### src/rtl/uart_pkg.sv
// -----------------------------------------------------------------------------
// uart_pkg
//   Shared definitions for the UART transmitter slice: transmit FSM state
//   encoding, frame geometry and line levels.
//   Optional feature macro: UART_TX_PARITY_EN (adds a PARITY state, 8E1 frames).
//   In the default build the PARITY encoding exists but is never entered.
// -----------------------------------------------------------------------------
package uart_pkg;

  localparam int   DATA_BITS   = 8;
  localparam int   BIT_CNT_W   = $clog2(DATA_BITS);
  localparam logic IDLE_LEVEL  = 1'b1;
  localparam logic START_LEVEL = 1'b0;

  typedef enum logic [2:0] {
    IDLE   = 3'd0,
    START  = 3'd1,
    DATA   = 3'd2,
    PARITY = 3'd3,
    STOP   = 3'd4
  } tx_state_e;

endpackage

### src/rtl/uart_tx_fifo.sv
// -----------------------------------------------------------------------------
// uart_tx_fifo
//   Small synchronous FIFO buffering bytes between the CPU store port and the
//   serial shifter. Pointers carry one extra wrap bit so that full and empty
//   are distinguished by comparing the MSBs; pointers wrap naturally.
//   Read data is presented combinationally from the head entry.
//   Ports:
//     clk      in   system clock
//     rst      in   asynchronous active-low reset (empties the FIFO)
//     i_push   in   write i_data at the tail (ignored while full)
//     i_data   in   WIDTH-bit write data
//     i_pop    in   discard the head entry (ignored while empty)
//     o_data   out  head entry
//     o_full   out  all DEPTH entries occupied (from registered pointers)
//     o_empty  out  no entries (from registered pointers)
// -----------------------------------------------------------------------------
module uart_tx_fifo
  import uart_pkg::*;
#(
  parameter int DEPTH = 4,
  parameter int WIDTH = DATA_BITS
) (
  input  logic             clk,
  input  logic             rst,
  input  logic             i_push,
  input  logic [WIDTH-1:0] i_data,
  input  logic             i_pop,
  output logic [WIDTH-1:0] o_data,
  output logic             o_full,
  output logic             o_empty
);

  localparam int AW = $clog2(DEPTH);

  logic [AW:0]      r_wr_ptr;
  logic [AW:0]      r_rd_ptr;
  logic [WIDTH-1:0] r_mem [DEPTH];

  logic w_full;
  logic w_empty;
  logic w_push_ok;
  logic w_pop_ok;

  // Same index with different wrap bits means the writer has lapped the reader.
  assign w_full    = (r_wr_ptr[AW] != r_rd_ptr[AW]) &&
                     (r_wr_ptr[AW-1:0] == r_rd_ptr[AW-1:0]);
  assign w_empty   = (r_wr_ptr == r_rd_ptr);
  assign w_push_ok = i_push && !w_full;
  assign w_pop_ok  = i_pop && !w_empty;

  always_ff @(posedge clk or negedge rst) begin
    if (!rst) begin
      r_wr_ptr <= '0;
      r_rd_ptr <= '0;
    end else begin
      if (w_push_ok) r_wr_ptr <= r_wr_ptr + 1'b1;
      if (w_pop_ok)  r_rd_ptr <= r_rd_ptr + 1'b1;
    end
  end

  // Storage needs no reset: an entry is only read after it has been written.
  always_ff @(posedge clk) begin
    if (w_push_ok) r_mem[r_wr_ptr[AW-1:0]] <= i_data;
  end

  assign o_data  = r_mem[r_rd_ptr[AW-1:0]];
  assign o_full  = w_full;
  assign o_empty = w_empty;

endmodule

### src/rtl/uart_transmitter.sv
// -----------------------------------------------------------------------------
// uart_transmitter
//   Serialises bytes from the CPU's memory-mapped UART data register onto
//   FPGA_SERIAL_TX. Default frame is 8N1 (start, 8 data bits LSB first, stop).
//   A small FIFO decouples CPU stores from the line rate.
//   Optional feature macro: UART_TX_PARITY_EN -- when defined, an even parity
//   bit follows the data bits (8E1, 11-bit frame).
//   Handshake: a byte transfers on every rising edge where data_in_valid and
//   data_in_ready are both high; data_in_ready depends only on registered
//   FIFO state (never on data_in_valid), and a producer keeps data_in stable
//   while valid is high and ready is low.
//   Ports:
//     clk            in   system clock, rising edge
//     rst            in   asynchronous active-low reset
//     data_in        in   byte to transmit
//     data_in_valid  in   producer offers data_in
//     data_in_ready  out  FIFO not full
//     serial_out     out  UART line, idles high, driven from a flop
//     tx_busy        out  FIFO non-empty or frame in flight (registered)
// -----------------------------------------------------------------------------
module uart_transmitter
  import uart_pkg::*;
#(
  parameter int CLOCK_FREQ = 50_000_000,
  parameter int BAUD_RATE  = 115_200,
  parameter int FIFO_DEPTH = 4
) (
  input  logic                 clk,
  input  logic                 rst,
  input  logic [DATA_BITS-1:0] data_in,
  input  logic                 data_in_valid,
  output logic                 data_in_ready,
  output logic                 serial_out,
  output logic                 tx_busy
);

  localparam int SYMBOL_EDGE_TIME = CLOCK_FREQ / BAUD_RATE;
  localparam int BAUD_W = (SYMBOL_EDGE_TIME > 1) ? $clog2(SYMBOL_EDGE_TIME) : 1;
  localparam logic [BAUD_W-1:0]    BAUD_LAST = BAUD_W'(SYMBOL_EDGE_TIME - 1);
  localparam logic [BIT_CNT_W-1:0] BIT_LAST  = BIT_CNT_W'(DATA_BITS - 1);

  // State and datapath registers
  tx_state_e             r_state;
  logic [BAUD_W-1:0]     r_baud_cnt;
  logic [BIT_CNT_W-1:0]  r_bit_cnt;
  logic [DATA_BITS-1:0]  r_shift;
  logic                  r_serial;
  logic                  r_busy;

  // Next-state / control wires
  tx_state_e             w_next_state;
  logic [BIT_CNT_W-1:0]  w_bit_cnt_nxt;
  logic [DATA_BITS-1:0]  w_shift_nxt;
  logic                  w_serial_nxt;
  logic                  w_busy_nxt;
  logic                  w_symbol_end;
  logic                  w_push;
  logic                  w_pop;
  logic                  w_fifo_full;
  logic                  w_fifo_empty;
  logic [DATA_BITS-1:0]  w_fifo_data;

`ifdef UART_TX_PARITY_EN
  logic                  r_parity;
  logic                  w_parity_nxt;
`endif

  // ---------------------------------------------------------------------------
  // Transmit FIFO
  // ---------------------------------------------------------------------------
  assign w_push = data_in_valid && !w_fifo_full;

  uart_tx_fifo #(
    .DEPTH (FIFO_DEPTH),
    .WIDTH (DATA_BITS)
  ) u_fifo (
    .clk     (clk),
    .rst     (rst),
    .i_push  (w_push),
    .i_data  (data_in),
    .i_pop   (w_pop),
    .o_data  (w_fifo_data),
    .o_full  (w_fifo_full),
    .o_empty (w_fifo_empty)
  );

  assign w_symbol_end = (r_baud_cnt == BAUD_LAST);

  // ---------------------------------------------------------------------------
  // FSM next-state, pop and datapath updates
  // ---------------------------------------------------------------------------
  always_comb begin
    w_next_state  = r_state;
    w_pop         = 1'b0;
    w_shift_nxt   = r_shift;
    w_bit_cnt_nxt = r_bit_cnt;

    case (r_state)
      IDLE: begin
        if (!w_fifo_empty) begin
          w_pop         = 1'b1;
          w_shift_nxt   = w_fifo_data;
          w_bit_cnt_nxt = '0;
          w_next_state  = START;
        end
      end

      START: begin
        if (w_symbol_end) w_next_state = DATA;
      end

      DATA: begin
        if (w_symbol_end) begin
          w_shift_nxt = {1'b0, r_shift[DATA_BITS-1:1]};
          if (r_bit_cnt == BIT_LAST) begin
            w_bit_cnt_nxt = '0;
`ifdef UART_TX_PARITY_EN
            w_next_state  = PARITY;
`else
            w_next_state  = STOP;
`endif
          end else begin
            w_bit_cnt_nxt = r_bit_cnt + 1'b1;
          end
        end
      end

`ifdef UART_TX_PARITY_EN
      PARITY: begin
        if (w_symbol_end) w_next_state = STOP;
      end
`endif

      STOP: begin
        if (w_symbol_end) begin
          // Chain straight into the next frame when a byte is waiting.
          if (!w_fifo_empty) begin
            w_pop         = 1'b1;
            w_shift_nxt   = w_fifo_data;
            w_bit_cnt_nxt = '0;
            w_next_state  = START;
          end else begin
            w_next_state  = IDLE;
          end
        end
      end

      default: begin
        w_next_state = IDLE;
      end
    endcase
  end

  // Line level for the state being entered, so serial_out comes from a flop.
  always_comb begin
    w_serial_nxt = IDLE_LEVEL;
    case (w_next_state)
      START:   w_serial_nxt = START_LEVEL;
      DATA:    w_serial_nxt = w_shift_nxt[0];
`ifdef UART_TX_PARITY_EN
      PARITY:  w_serial_nxt = r_parity;
`endif
      default: w_serial_nxt = IDLE_LEVEL;
    endcase
  end

  // A pop never coincides with entering IDLE, so when the FSM heads to IDLE
  // the FIFO is empty afterwards exactly when it is empty now and no push lands.
  assign w_busy_nxt = (w_next_state != IDLE) || !w_fifo_empty || w_push;

  // ---------------------------------------------------------------------------
  // Registers
  // ---------------------------------------------------------------------------
  always_ff @(posedge clk or negedge rst) begin
    if (!rst) begin
      r_state    <= IDLE;
      r_baud_cnt <= '0;
      r_bit_cnt  <= '0;
      r_shift    <= '0;
      r_serial   <= IDLE_LEVEL;
      r_busy     <= 1'b0;
    end else begin
      r_state   <= w_next_state;
      r_bit_cnt <= w_bit_cnt_nxt;
      r_shift   <= w_shift_nxt;
      r_serial  <= w_serial_nxt;
      r_busy    <= w_busy_nxt;
      // Symbol timer restarts on every state change and at each bit boundary;
      // it is held at zero while idle.
      if ((w_next_state != r_state) || w_symbol_end || (r_state == IDLE)) begin
        r_baud_cnt <= '0;
      end else begin
        r_baud_cnt <= r_baud_cnt + 1'b1;
      end
    end
  end

`ifdef UART_TX_PARITY_EN
  // Parity is captured at load time because the shift register is consumed
  // by the time the parity bit goes out.
  assign w_parity_nxt = w_pop ? ^w_fifo_data : r_parity;

  always_ff @(posedge clk or negedge rst) begin
    if (!rst) begin
      r_parity <= 1'b0;
    end else begin
      r_parity <= w_parity_nxt;
    end
  end
`endif

  assign data_in_ready = !w_fifo_full;
  assign serial_out    = r_serial;
  assign tx_busy       = r_busy;

endmodule

### config.mk
export PLATFORM = sky130hd
export DESIGN_NAME = uart_transmitter
export DESIGN_NICKNAME = d
export VERILOG_FILES = /design/src/rtl/uart_pkg.sv /design/src/rtl/uart_tx_fifo.sv /design/src/rtl/uart_transmitter.sv
export SDC_FILE = /design/constraint.sdc
export NUM_CORES = 1
export LEC_CHECK = 0
export BUFFER_PORTS_ARGS = -buffer_cell sky130_fd_sc_hd__buf_2
export CAP_MARGIN = 20
export CORE_ASPECT_RATIO = 2
export CORE_MARGIN = 5
export CORE_UTILIZATION = 50
export CTS_BUF_LIST = sky130_fd_sc_hd__clkbuf_8
export DETAILED_ROUTE_END_ITERATION = 12
export PLACE_DENSITY = 0.76
export SLEW_MARGIN = 20
export SYNTH_ARGS = -nofsm -noshare
export SYNTH_HDL_FRONTEND = slang
export SYNTH_HIERARCHICAL = 1
export SYNTH_SLANG_ARGS = --single-unit
### constraint.sdc
create_clock -name clk -period 5.2 [get_ports clk]
set_input_delay 0.26 -clock clk [delete_from_list [all_inputs] [get_ports clk]]
set_output_delay 0.26 -clock clk [all_outputs]
set_load 0.02 [all_outputs]
### After elaboration in Yosys (flattened, before gate mapping)

Memories as Yosys holds them, arrays and structs flattened.
Cells that the tools add are included.
W data, S select, Z words.

| word-level totals | value |
|---|---|
| RAM bits | 32 |
| memories kept | 1 |
| bits in registers | 31 |

Memory list:

| memory | words | width | rd ports | clocked after Yosys merged registers in | write ports | RTL line | text |
|---|---|---|---|---|---|---|---|
| u_fifo.r_mem | 4 | 8 | 1 | 0 | 1 | uart_tx_fifo.sv:37 | `logic [WIDTH-1:0] r_mem [DEPTH];` |

| cells by class | value |
|---|---|
| $add $sub $neg | 4 |
| reductions and logical operators | 14 |
| muxes and demuxes | 23 |
| equality and inequality tests | 13 |

Operators with widths:

| kind | count |
|---|---|
| $mux W3 | 9 |
| $mux W8 | 3 |
| $pmux W8 S3 | 1 |
| $pmux W3 S4 | 1 |
| $add A3 B1 Y3 const B | 3 |
| $add A9 B1 Y9 const B | 1 |
| $eq A9 B9 Y1 const B | 1 |
| $mux W9 | 1 |
| $pmux W3 S3 | 1 |
| $eq A3 B1 Y1 const B | 2 |
| $eq A3 B2 Y1 const B | 2 |
| $eq A3 B3 Y1 const B | 2 |
| $reduce_bool A3 Y1 | 2 |
| $mux W1 | 5 |
| $logic_and A1 B1 Y1 | 4 |
| $logic_or A1 B1 Y1 | 4 |
| $ne A2 B2 Y1 const B | 2 |
| $pmux W1 S2 | 2 |
| $eq A3 B3 Y1 | 1 |
| $logic_not A3 Y1 | 1 |
| $ne A3 B3 Y1 | 1 |
| $reduce_and A3 Y1 | 1 |
| $eq A2 B2 Y1 | 1 |
| $logic_not A1 Y1 | 2 |
| $ne A1 B1 Y1 | 1 |

### Longest topological paths before layout

| depth | value |
|---|---|
| depth in word-level cells | 8 |
| mapped depth | 9 |
| mapped depth without buffers | 8 |

### Hierarchy

The synthesis kept the hierarchy.

Modules (own cells, without submodules):

| module | instances | cells an instance | seq. area each (um^2) | area each (um^2) |
|---|---|---|---|---|
| uart_tx_fifo | 1 | 90 | 1111.1 | 1660.3 |
| uart_transmitter | 1 | 151 | 626.9 | 1432.6 |

### Worst setup path after synthesis

No wires, ideal clock.

| path | value |
|---|---|
| kind | register to register |
| start point | register u_fifo.r_rd_ptr[0] |
| end point | register u_fifo.r_rd_ptr[1] |
| clock period less this slack | 2300 ps |
| setup slack | 2900 ps |
| setup time | 87 ps |
| stages on the path, launching flop included | 9 |
| data arrival time | 2213 ps |
| required time | 5113 ps |
| path buffers | 1 |
| path through | dfrtp_1 buf_6 xor2_4 nor3_1 nor2_1 and3_1 nand2b_1 o31ai_1 a211oi_2 |

| between the ends | value |
|---|---|
| word-level cells in the longest chain between the ends | 5 |
| elaborated cells between the ends (all ways) | 7 |
| those cells by class | add/sub: 1; eq/ne: 1; mux: 3; reduce/logical: 2 |

RTL lines:

| item | RTL line | text |
|---|---|---|
| start, declared | uart_tx_fifo.sv:36 | `logic [AW:0] r_rd_ptr;` |
| start signal, assigned | uart_tx_fifo.sv:57 | `if (w_pop_ok) r_rd_ptr <= r_rd_ptr + 1'b1;` |
| $eq A3 B3 Y1 (*) | uart_tx_fifo.sv:47 | `assign w_empty = (r_wr_ptr == r_rd_ptr);` |
| via w_fifo_empty | uart_transmitter.sv:60 | `logic w_fifo_empty;` |
| $mux W1 (*) | uart_transmitter.sv:100, uart_transmitter.sv:137 |  |
| $mux W1 | uart_transmitter.sv:135 | `if (w_symbol_end) begin` |
| $pmux W1 S2 (*) | uart_transmitter.sv:98 | `case (r_state)` |
| via w_pop | uart_transmitter.sv:58 | `logic w_pop;` |
| $logic_and A1 B1 Y1 (*) | uart_tx_fifo.sv:49 | `assign w_pop_ok = i_pop && !w_empty;` |

The timed path passes the listed nets; every way through them passes the cells marked *.
A chain may end at the register's enable or synchronous reset.

### Worst setup path in the final report

Same ends and word-level chain as after synthesis.

==> results.toml <==
[placement]
portBuffers = 13
place_hpwl_um = 4150
dp_cells = 307
place_ws_ps = 2300
globalplace.congestion = 0.783

[floorplan]
io_pins = 14
start_util = 0.515
rows = 40
die-area_mm2 = 0.00795
fp.dieH_um = 121
core-area_mm2 = 0.00601
dieWidth_um = 65.6

[worst_setup_path]
critPathMaxStageDelay_ps = 870
path_max_fanout = 12
worst-setup-path-type = "flip-flop to flip-flop"
r2r_cells = 7
start_kind = "flip-flop"
crit_buf_inv = 0
critical_path.startpoint = "u_fifo/r_rd_ptr[0]"
crit_path_cell_trace = "xor2_4 -> nor3_1 -> nor2_1 -> and3_1 -> nand2b_1 -> o31ai_1 -> a211oi_2"
slowest_stage = "dfrtp_1"
cpLargestDelayFamily = "simple AND/OR/NAND/NOR gates"
cp.arrival_ps = 3150
crit_path_end_kind = "flip-flop"
cp.required_ps = 5460
cp_num_cells = 7
r2r_start = "u_fifo/r_rd_ptr[0]"

[flow_run]
cap_violations = 0

[clock_network]
cts.sinks = 63
cts_hold_buffers = 1
htree_num_levels = 3
cts_resized = 0
insertion_delay_ps = 350
clock-root-buffer = "clkbuf_8"
clockBufferDepth = 2
cts_setup_buffers = 0
cts_tree = "yes"
cts_buffers = 9
cts.clk_slew.worst_paths_ps = 70

[timing]
maxSlewHeadroom = 0.396
setup_viol = 0
fmax_mhz = 346
setup_slack_ps = 2310
tns_ps = 0
clock-skew-final_ps = 9.07
tightest_slew_ps = 899
rsz0062_at_grt = "no"
whs_ps = 127
report.final.slew_viol_count = 0
period_minus_slack_ps = 2890
finalCritPeriodShare = 0.556
timing.final.hold_violations = 0

[power]
p_sw_frac = 0.349
power_w = 0.00152
power.switching_w = 0.000530
comb_power_share = 0.266
clkPwrFrac = 0.242
seqPwrFrac = 0.491
p_int_w = 0.000988
power.density_mw_per_mm2 = 452
vdd.ir_drop.worst_mv = 0.258
power_leakage_nw = 1.36

[logic_synthesis]
yosysSeqAreaShare = 0.562
synth.distinct_cells = 54
netlist_instances = 241
synth_nets = 261
synth-seq-cells = 63
synthTopCellsByArea = "edfxtp_1 (31%), dfrtp_1 (24%), mux4_2 (5.8%), ha_1 (3.6%), nand2_1 (2.5%)"
yosysTopAreaCellShare = 0.311
ys_warn_count = 6
avgSynthCellArea_um2 = 12.8
synth_area_mm2 = 0.00309
yosysTopAreaCell = "edfxtp_1"

[global_route]
grt_pass1_vias = 2011
grt_util_met2 = 0.301
grtUsageMet1 = 0.164
grtUsageTotal = 0.163
antenna_found_initial = 0
grt_pass1_wl_um = 9640
top_usage_layer = "met2"
gr-total-overflow = 0
use_met3 = 0.0426
grt_max_degree = 32

[drt]
routed_wl_um = 5700
drc = 0
vias = 2004
ant_nets = 0
vias_per_cell = 6.19
wl_per_cell_um = 17.6
drt_iter0_drc = 79
first_pass_iters = 4

[hold_path]
hold_class = "input port to flip-flop"
holdCritStartpoint = "data_in[2]"
hold_depth = 1

[outcome]
outcome = "complete, no violations"

[cells_and_area]
diodes = 0
syn2layout_area_growth_pct = 8.70
finalNonFillerCells = 324
drive_gt1_frac = 0.192
nets = 276
## cells in the final DEF, fill, tap and decap left out, types with 8 or more instances in the layout
cell type / instances
edfxtp_1: 32
dfrtp_1: 30
nand2_1: 21
nor2_1: 15
inv_1: 14
buf_2: 13
xnor2_1: 9
ha_1: 9
clkbuf_8: 9
mux4_2: 8
## cells in the mapped netlist, drive strengths merged
cell type	number
a211oi	2
nor2b	2
or4	2
ha	9
dfrtp	30
xnor2	10
or3b	1
o32a	1
edfxtp	32
o21ai	5
a31oi	3
xor2	6
o32ai	1
nor3	7
o31a	1
nand2b	3
a41oi	6
nor2	15
mux2i	1
nor4	6
a21boi	2
a311o	1
nand4b	1
o31ai	6
nand2	21
nand3	6
inv	15
nand4	1
a22oi	3
clkbuf	3
a2111oi	1
a21oi	6
o311ai	1
mux4	8
nand4bb	1
and4b	1
and3	5
nand3b	1
dfstp	1
o211ai	6
and4bb	1
buf	7
## worst paths after layout
check / slack [ps] / end
setup reg to reg: 2310 / u_fifo/r_rd_ptr[1]
max in group asynchronous: 4230 / u_fifo/r_wr_ptr[2]
setup / recovery: 2310 / u_fifo/r_rd_ptr[1]
hold reg to reg: 540 / r_shift[4]
min in group asynchronous: 500 / r_shift[4]
hold / removal: 130 / u_fifo/r_mem[2][2]
## area by class of cell
class	count	area, um^2
multi-input cells	153	1240
repair buffers	14	75.1
flip-flops and latches	63	1740
clock buffers	9	124
inverters	15	56.3
fillers	497	2640
well taps	63	78.8
clock inverters	7	47.5
## metrics by stage
stage / util / area, um^2
6_report: 0.560 / 3360
5_1_grt: 0.560 / 3360
4_1_cts: 0.560 / 3360
3_5_place_dp: 0.530 / 3180
3_3_place_gp: 0.528 / 3170
2_1_floorplan: - / 3090
## routing by layer
layer  part of all wire  up-vias  routed length (um)
li1                   -      936                   -
met1               0.37     1016                2100
met2               0.57       41                3280
met3              0.036       11                 205
met4              0.020        0                 116
met5                  0        -                   0
## cells by family (layout without fill, tap and decap cells)
kind of cell	Yosys count	count (layout)	share of synthesized area
simple gates	74	74	0.131
flops	63	63	0.562
compound gates	45	45	0.114
buf+inv	25	45	0.0388
xor+xnor	16	16	0.0562
fa+ha+maj	9	9	0.0364
mux	9	9	0.0615
## registers in the layout (all words and copies together), names as in the netlist
signal	cells
r_baud_cnt	9
r_state	3
serial_out	1
tx_busy	1
r_shift	8
u_fifo/r_mem	32
r_bit_cnt	3
u_fifo/r_wr_ptr	3
u_fifo/r_rd_ptr	3
## power by group through the flow
stage	combinational (W)	clock (W)	sequential, W
after global placement	0.000396	0	0.000752
after CTS	0.000409	0.000377	0.000747
final	0.000404	0.000368	0.000746
after detailed placement	0.000406	0	0.000758
after floorplan	0.000352	0	0.000707
after global routing	0.000444	0.000401	0.000762
No activity file was read; power rests on OpenSTA's default activity.
